===== src/rtl/pic8259_pkg.sv =====
// Shared definitions for the 8259A programming-interface blocks: sequencer
// state encoding, command-word bit positions and OCW2 command encodings.
package pic8259_pkg;

    // Initialization/command sequencer states.
    typedef enum logic [2:0] {
        ST_UNINIT    = 3'd0,
        ST_WAIT_ICW2 = 3'd1,
        ST_WAIT_ICW3 = 3'd2,
        ST_WAIT_ICW4 = 3'd3,
        ST_READY     = 3'd4
    } cws_state_t;

    // ICW1 fields (written with A0=0, D4=1).
    localparam int ICW1_IC4  = 0;
    localparam int ICW1_SNGL = 1;
    localparam int ICW1_LTIM = 3;
    localparam int ICW1_ID   = 4;

    // ICW4 fields.
    localparam int ICW4_UPM  = 0;
    localparam int ICW4_AEOI = 1;
    localparam int ICW4_MS   = 2;
    localparam int ICW4_BUF  = 3;
    localparam int ICW4_SFNM = 4;

    // OCW2 fields: command in D7:5, level in D2:0.
    localparam int OCW2_CMD_LSB   = 5;
    localparam int OCW2_LEVEL_MSB = 2;

    // OCW3 fields.
    localparam int OCW3_RIS  = 0;
    localparam int OCW3_RR   = 1;
    localparam int OCW3_P    = 2;
    localparam int OCW3_SMM  = 5;
    localparam int OCW3_ESMM = 6;

    // D4:3 selects which OCW an A0=0 write in READY is.
    localparam logic [1:0] OCW_SEL_OCW2 = 2'b00;
    localparam logic [1:0] OCW_SEL_OCW3 = 2'b01;

    // OCW2 {R,SL,EOI} encodings, interpreted by the priority logic downstream.
    localparam logic [2:0] OCW2_ROT_AEOI_CLR = 3'b000;
    localparam logic [2:0] OCW2_NS_EOI       = 3'b001;
    localparam logic [2:0] OCW2_NOP          = 3'b010;
    localparam logic [2:0] OCW2_SP_EOI       = 3'b011;
    localparam logic [2:0] OCW2_ROT_AEOI_SET = 3'b100;
    localparam logic [2:0] OCW2_ROT_NS_EOI   = 3'b101;
    localparam logic [2:0] OCW2_SET_PRIO     = 3'b110;
    localparam logic [2:0] OCW2_ROT_SP_EOI   = 3'b111;

    // An ICW1 is any A0=0 write with D4 set, accepted in every state.
    function automatic logic is_icw1(input logic a0, input logic [7:0] data);
        return ~a0 & data[ICW1_ID];
    endfunction

endpackage


===== src/rtl/write_strobe_detector.sv =====
// Bus-side write strobe detector: registers the active-low CS/WR strobe,
// captures A0 and data while the strobe is active, and flags a one-cycle
// commit when the strobe ends (WR release or CS drop).
module write_strobe_detector (
    input  logic       clk,
    input  logic       rst_n,
    input  logic       chip_select_bar,
    input  logic       write_bar,
    input  logic       a0,
    input  logic [7:0] data_in,
    output logic       commit,
    output logic       cap_a0,
    output logic [7:0] cap_data
);

    logic wr_active;
    logic wr_q;
    // A strobe already active when reset releases must be seen idle once
    // before it can produce a commit, so a write cut by reset is discarded.
    logic armed;

    assign wr_active = ~chip_select_bar & ~write_bar;
    assign commit    = wr_q & ~wr_active;

    // Strobe history and arm flag.
    always_ff @(posedge clk or negedge rst_n) begin
        if (!rst_n) begin
            wr_q  <= 1'b0;
            armed <= 1'b0;
        end else begin
            wr_q  <= wr_active & armed;
            armed <= armed | ~wr_active;
        end
    end

    // Last address/data sampled while the strobe is active.
    always_ff @(posedge clk or negedge rst_n) begin
        if (!rst_n) begin
            cap_a0   <= 1'b0;
            cap_data <= 8'h00;
        end else if (wr_active) begin
            cap_a0   <= a0;
            cap_data <= data_in;
        end
    end

endmodule


===== src/rtl/control_word_sequencer.sv =====
// 8259A command sequencer: tracks ICW1->ICW2->(ICW3)->(ICW4) and then
// decodes OCW1/2/3, holding all configuration for the interrupt core.
// Build option: CASCADE_EN enables the ICW3/cascade path; without it the
// device is always treated as single, cascade_config is 0 and
// buffer_master is 0.
module control_word_sequencer
    import pic8259_pkg::*;
#(
    parameter logic [7:0] IMR_RESET = 8'hFF
) (
    input  logic       clk,
    input  logic       reset_bar,
    input  logic       chip_select_bar,
    input  logic       write_bar,
    input  logic       A0,
    input  logic [7:0] data_bus_in,
    output logic       init_done,
    output logic       init_start_pulse,
    output logic       level_triggered,
    output logic       single_mode,
    output logic [4:0] vector_base,
    output logic [7:0] cascade_config,
    output logic       auto_eoi,
    output logic       buffered_mode,
    output logic       buffer_master,
    output logic       special_fully_nested,
    output logic       x86_mode,
    output logic [7:0] interrupt_mask,
    output logic       ocw2_pulse,
    output logic [2:0] ocw2_cmd,
    output logic [2:0] ocw2_level,
    output logic       read_isr,
    output logic       poll_pulse,
    output logic       special_mask_mode,
    output cws_state_t state_dbg
);

    logic       commit;
    logic       cmd_a0;
    logic [7:0] cmd_data;

    write_strobe_detector u_strobe (
        .clk             (clk),
        .rst_n           (reset_bar),
        .chip_select_bar (chip_select_bar),
        .write_bar       (write_bar),
        .a0              (A0),
        .data_in         (data_bus_in),
        .commit          (commit),
        .cap_a0          (cmd_a0),
        .cap_data        (cmd_data)
    );

    cws_state_t state, state_next;
    logic       ic4_q;
    logic       ld_icw1, ld_icw2, ld_icw3, ld_icw4;
    logic       ld_imr, ld_ocw2, ld_ocw3;
    logic       sngl_in;     // SNGL value latched by ICW1
    logic       route_sngl;  // single-mode decision after ICW2
    logic       ms_in;       // M/S value latched by ICW4

`ifdef CASCADE_EN
    logic [7:0] cascade_q;
    assign sngl_in        = cmd_data[ICW1_SNGL];
    assign route_sngl     = single_mode;
    assign ms_in          = cmd_data[ICW4_MS];
    assign cascade_config = cascade_q;
`else
    assign sngl_in        = 1'b1;
    assign route_sngl     = 1'b1;
    assign ms_in          = 1'b0;
    assign cascade_config = 8'h00;
`endif

    assign state_dbg = state;

    // State register.
    always_ff @(posedge clk or negedge reset_bar) begin
        if (!reset_bar) begin
            state <= ST_UNINIT;
        end else begin
            state <= state_next;
        end
    end

    // Next-state and load decode for the committed command byte.
    always_comb begin
        state_next = state;
        ld_icw1    = 1'b0;
        ld_icw2    = 1'b0;
        ld_icw3    = 1'b0;
        ld_icw4    = 1'b0;
        ld_imr     = 1'b0;
        ld_ocw2    = 1'b0;
        ld_ocw3    = 1'b0;
        if (commit && is_icw1(cmd_a0, cmd_data)) begin
            ld_icw1    = 1'b1;
            state_next = ST_WAIT_ICW2;
        end else if (commit) begin
            case (state)
                ST_WAIT_ICW2: begin
                    if (cmd_a0) begin
                        ld_icw2 = 1'b1;
                        if (!route_sngl) state_next = ST_WAIT_ICW3;
                        else if (ic4_q)  state_next = ST_WAIT_ICW4;
                        else             state_next = ST_READY;
                    end
                end
                ST_WAIT_ICW3: begin
                    if (cmd_a0) begin
                        ld_icw3    = 1'b1;
                        state_next = ic4_q ? ST_WAIT_ICW4 : ST_READY;
                    end
                end
                ST_WAIT_ICW4: begin
                    if (cmd_a0) begin
                        ld_icw4    = 1'b1;
                        state_next = ST_READY;
                    end
                end
                ST_READY: begin
                    if (cmd_a0) begin
                        ld_imr = 1'b1;
                    end else if (cmd_data[4:3] == OCW_SEL_OCW2) begin
                        ld_ocw2 = 1'b1;
                    end else if (cmd_data[4:3] == OCW_SEL_OCW3) begin
                        ld_ocw3 = 1'b1;
                    end
                end
                default: ;
            endcase
        end
    end

    // Configuration registers, status and one-cycle pulses.
    always_ff @(posedge clk or negedge reset_bar) begin
        if (!reset_bar) begin
            ic4_q                <= 1'b0;
            init_done            <= 1'b0;
            init_start_pulse     <= 1'b0;
            level_triggered      <= 1'b0;
            single_mode          <= 1'b0;
            vector_base          <= 5'h00;
            auto_eoi             <= 1'b0;
            buffered_mode        <= 1'b0;
            buffer_master        <= 1'b0;
            special_fully_nested <= 1'b0;
            x86_mode             <= 1'b0;
            interrupt_mask       <= IMR_RESET;
            ocw2_pulse           <= 1'b0;
            ocw2_cmd             <= 3'b000;
            ocw2_level           <= 3'b000;
            read_isr             <= 1'b0;
            poll_pulse           <= 1'b0;
            special_mask_mode    <= 1'b0;
        end else begin
            init_done        <= (state_next == ST_READY);
            init_start_pulse <= ld_icw1;
            ocw2_pulse       <= ld_ocw2;
            poll_pulse       <= ld_ocw3 & cmd_data[OCW3_P];
            if (ld_icw1) begin
                level_triggered      <= cmd_data[ICW1_LTIM];
                single_mode          <= sngl_in;
                ic4_q                <= cmd_data[ICW1_IC4];
                interrupt_mask       <= 8'h00;
                special_mask_mode    <= 1'b0;
                read_isr             <= 1'b0;
                auto_eoi             <= 1'b0;
                buffered_mode        <= 1'b0;
                buffer_master        <= 1'b0;
                special_fully_nested <= 1'b0;
                x86_mode             <= 1'b0;
            end
            if (ld_icw2) vector_base <= cmd_data[7:3];
            if (ld_icw4) begin
                x86_mode             <= cmd_data[ICW4_UPM];
                auto_eoi             <= cmd_data[ICW4_AEOI];
                buffer_master        <= ms_in;
                buffered_mode        <= cmd_data[ICW4_BUF];
                special_fully_nested <= cmd_data[ICW4_SFNM];
            end
            if (ld_imr) interrupt_mask <= cmd_data;
            if (ld_ocw2) begin
                ocw2_cmd   <= cmd_data[7:OCW2_CMD_LSB];
                ocw2_level <= cmd_data[OCW2_LEVEL_MSB:0];
            end
            if (ld_ocw3) begin
                if (cmd_data[OCW3_RR])   read_isr          <= cmd_data[OCW3_RIS];
                if (cmd_data[OCW3_ESMM]) special_mask_mode <= cmd_data[OCW3_SMM];
            end
        end
    end

`ifdef CASCADE_EN
    // Cascade byte from ICW3.
    always_ff @(posedge clk or negedge reset_bar) begin
        if (!reset_bar) begin
            cascade_q <= 8'h00;
        end else if (ld_icw3) begin
            cascade_q <= cmd_data;
        end
    end
`endif

endmodule

===== config.mk =====
export PLATFORM = sky130hd
export DESIGN_NAME = control_word_sequencer
export DESIGN_NICKNAME = d
export VERILOG_FILES = /design/src/rtl/pic8259_pkg.sv /design/src/rtl/write_strobe_detector.sv /design/src/rtl/control_word_sequencer.sv
export SDC_FILE = /design/constraint.sdc
export NUM_CORES = 1
export LEC_CHECK = 0
export CAP_MARGIN = 20
export CORE_UTILIZATION = 47
export DETAILED_ROUTE_END_ITERATION = 7
export PLACE_DENSITY = 0.8
export SLEW_MARGIN = 20
export SYNTH_ARGS = -nofsm -noshare
export SYNTH_HDL_FRONTEND = slang
export SYNTH_HIERARCHICAL = 1
export SYNTH_SLANG_ARGS = --single-unit

===== constraint.sdc =====
create_clock -name clk -period 1.8 [get_ports clk]
set_clock_uncertainty 0.2 [all_clocks]
set_input_delay 0.27 -clock clk [delete_from_list [all_inputs] [get_ports clk]]
set_output_delay 0.27 -clock clk [all_outputs]
set_load 0.02 [all_outputs]

==> metrics.md <==
| Metric | Value |
|---|---|
| Outcome | finished clean |
| R2R depth | 5 |
| Switch share | approximately a third |
| Worst hold margin | 187 ps |
| Hold Path Cell Cnt | 2 |
| Number of inserted diodes | 0 |
| Minimum clock period after layout | 1760 ps |
| Mapped cell area | 1990 sq um |
| Worst path required time | 1330 ps |
| Pwr Density | 1130 nW/um^2 |
| Post-synth top flop | dfrtp_1 |
| Largest cells by area after synthesis | dfrtp_1, dfstp_2, mux2_4 |
| Post-DP HPWL | 2.74 mm |
| DR vias/cell | 5.01 |
| Critical Path Start Type | flop |
| # DRC | 0 |
| DR pass1 iterations | 4 |
| CTS Buf Count | 5 |
| Worst Hold End | u_strobe/armed |
| Syn Inst Count | 163 |
| Pint | 2.04 mW |
| Syn_area_per_cell | 12.2 sq um |
| Buffers on Ports | 46 |
| Most numerous cell in the Yosys netlist | dfrtp_1 |
| Overflow left after global routing | 0 |
| Longest Clk Path Bufs | 2 |
| Worst slack, placed | -478 ps |
| Asr flop ratio synth | 100% |
| Die area | 4500 sq um |
| # H-tree levels | 2 |
| Distinct cells, synth | 33 |
| Crit-path cells | clkdlybuf4s50_1 |
| # setup viols final | 0 |
| Final setup margin | ~39 ps |
| Yosys reg bits | 46 |
| Worst Path Arrival | 1290 ps |
| Path type of the worst setup path | reg -> out |
| Initial antenna violation count | 0 |
| Tot GR Track Use | 19.9% |
| Worst skew pair latency | a little over 300 ps |
| Sw power | roughly 0.99 mW |
| Worst Hold Launch | write_bar |
| Fin nets | 238 |
| Number of max-cap violations | 0 |
| Cell taking the most area after synthesis | dfrtp_1 |
| Synth top area share | 47.7% |
| Setup crit end kind | output pin |
| FF-to-FF setup slack | 120 ps |
| Fill cells | 321 |
| Power share of the clock group | a little over a fifth |
| Hold Path Class | in -> reg |
| Sequential area share after synthesis | 58.3% |
| Wire per inst | 14.2 um |
| Core ar. | slightly above 4000 sq um |
| Pwr Total | 3.03 mW |
| Maximum fanout along the worst path | 2 |
| Max-slew violations | 0 |
| Final period util | 97.8% |
| Via Count | ~1,400 |
| DRT iter0 DRCs | 56 |
| Sink Count | 46 |
| Static Leak | 1.32 nW |
| Slowest-stage cell, CP | clkdlybuf4s50_1 |
| Ports | 56 |
| Starting Density | 49.4% |
| Final TNS setup | 0 ps |
| Clk root buf | clkbuf_8 |
| Levels on crit path | 1 |
| Die Y | approximately 67 um |
| Layout Area Growth over Synthesis | 35.1% |
| Clock Pin Slew Worst Setup and Hold Paths | 90 ps |
| Largest net degree at the start of global routing | 30 |
| Max incr delay on CP | 620 ps |
| Synth warnings | 6 |
| WL final | 3.91 mm |
| Final GP Congestion | 0.799 |
| Peak VDD IR | between 0.5 and 0.6 mV |
| Post-synth EDFFs | 0 |
| CP top delay family | buffers and inverters |
| Global-route wire length before repair | around 6.4 mm |
| # Post-CTS Setup Buffers | 0 |
| Fmax | 0.568 GHz |
| FF-to-FF End | ocw2_level[1] |
| CP bufs+invs | 1 |
| Final hold vios | 0 |
| RSZ-0062 raised after global routing | no |
| Rows | 23 |
| Chip width | ~67 um |
| Routed Antenna Nets | 0 |
| CTS tree | yes |
| Vias in the first global route | 1,309 |
| Synth top cells by count | dfrtp_1, nand2_1, mux2_4, buf_4, o21ai_0 |
| Seq pwr share | 47.1% |
| Combinational Power Share | just over 30% |
| R2r startpoint | u_strobe/wr_q |
| Layout cells sized above 1 | 27.4% |
==> logic make-up (layout without fill, tap and decap cells) <==
kind of cell    after synthesis  count (layout)  synth area share (%)
simple gates                 53              53                  13.7
mux                          21              21                  14.4
buf+inv                      19              74                  6.72
flops                        46              46                  58.3
other cells                   1               9                 0.188
compound gates               23              23                  6.66
==> worst max path at each step <==
stage / slack, ps / from / end
4_1_cts: 20 / ocw2_cmd[1] / ocw2_cmd[1]
6_report: 40 / ocw2_cmd[2] / ocw2_cmd[2]
3_5_place_dp: -480 / write_bar / ocw2_cmd[2]
5_1_grt: 0.8 / ocw2_level[0] / ocw2_level[0]
3_3_place_gp: -440 / write_bar / ocw2_cmd[2]
2_1_floorplan: -60 / write_bar / ocw2_cmd[0]
==> layout make-up <==
| class | count | area (sq um) | area share (%) |
|---|---|---|---|
| Tap cell | 50 | 62.6 | 2.33 |
| Timing Repair Buffer | 63 | 622 | 23.1 |
| Multi-Input combinational cell | 106 | 738 | 27.4 |
| Clock buffer | 6 | 82.6 | 3.07 |
| Clock inverter | 2 | 12.5 | 0.465 |
| Sequential cell | 46 | 1160 | 43.2 |
| Inverter | 3 | 11.3 | 0.419 |
==> state kept, by name (all words and copies together) (netlist names), 3 cells and up <==
signal and count:
interrupt_mask 8, u_strobe/cap_data 8, vector_base 5, ocw2_cmd 3, ocw2_level 3, state_dbg 3
==> metrics by stage <==
stage | instances | instance area [sq um] | util [%]
floorplan | 171 | 2030 | -
global placement | 267 | 2580 | 64.0
CTS | 276 | 2680 | 66.4
finish | 276 | 2690 | 66.8
global route | 276 | 2690 | 66.8
detailed placement | 267 | 2580 | 64.0
==> worst reg2reg max path, stage by stage (launching register included) <==
cell and delay (ps):
dfrtp_1 360, and2b_2 200, nor3b_4 150, and4b_1 210
buf_12 150, mux2_4 290
==> power groups by stage <==
stage	Combinational [mW]	Clock, mW	Sequential, mW
4_1_cts	0.953	0.679	1.43
2_1_floorplan	0.327	0	1.62
3_3_place_gp	0.966	0	1.45
3_5_place_dp	0.985	0	1.44
5_1_grt	1.02	0.731	1.46
6_report	0.936	0.664	1.43
==> metal layers <==
metal	part of all wire (%)	vias to the layer above	global-route usage (%)
met5	0	-	0
met4	1.6	0	7.98
met3	4.8	5	5.48
met2	48	36	31.0
met1	46	689	26.2
li1	-	653	-
==> placed cells by master, fill, tap and decap left out, types with 2 or more instances in the layout <==
cell type | synthesis | routed
a21oi_1 | 4 | 4
buf_12 | 0 | 3
buf_4 | 12 | 13
clkbuf_8 | 0 | 6
clkdlybuf4s50_1 | 0 | 26
conb_1 | 1 | 9
dfrtp_1 | 38 | 38
dfstp_2 | 8 | 8
dlygate4sd2_1 | 0 | 13
dlymetal6s2s_1 | 0 | 6
inv_1 | 3 | 3
mux2_2 | 6 | 6
mux2_4 | 14 | 14
nand2_1 | 33 | 33
nand3b_1 | 3 | 3
nor2_1 | 2 | 2
nor2b_1 | 3 | 3
o21ai_0 | 12 | 12
o21ai_1 | 3 | 3
==> what timing repair did <==
| item | in CTS | in global routing |
|---|---|---|
| pin swaps | 1 | 0 |
| setup endpoints to repair | 31 | 6 |
| endpoints found under the hold margin | 17 | 0 |
| gates resized for setup | 14 | 6 |
| hold buffers | 1 | 0 |
No activity file was read; power rests on OpenSTA's default activity.
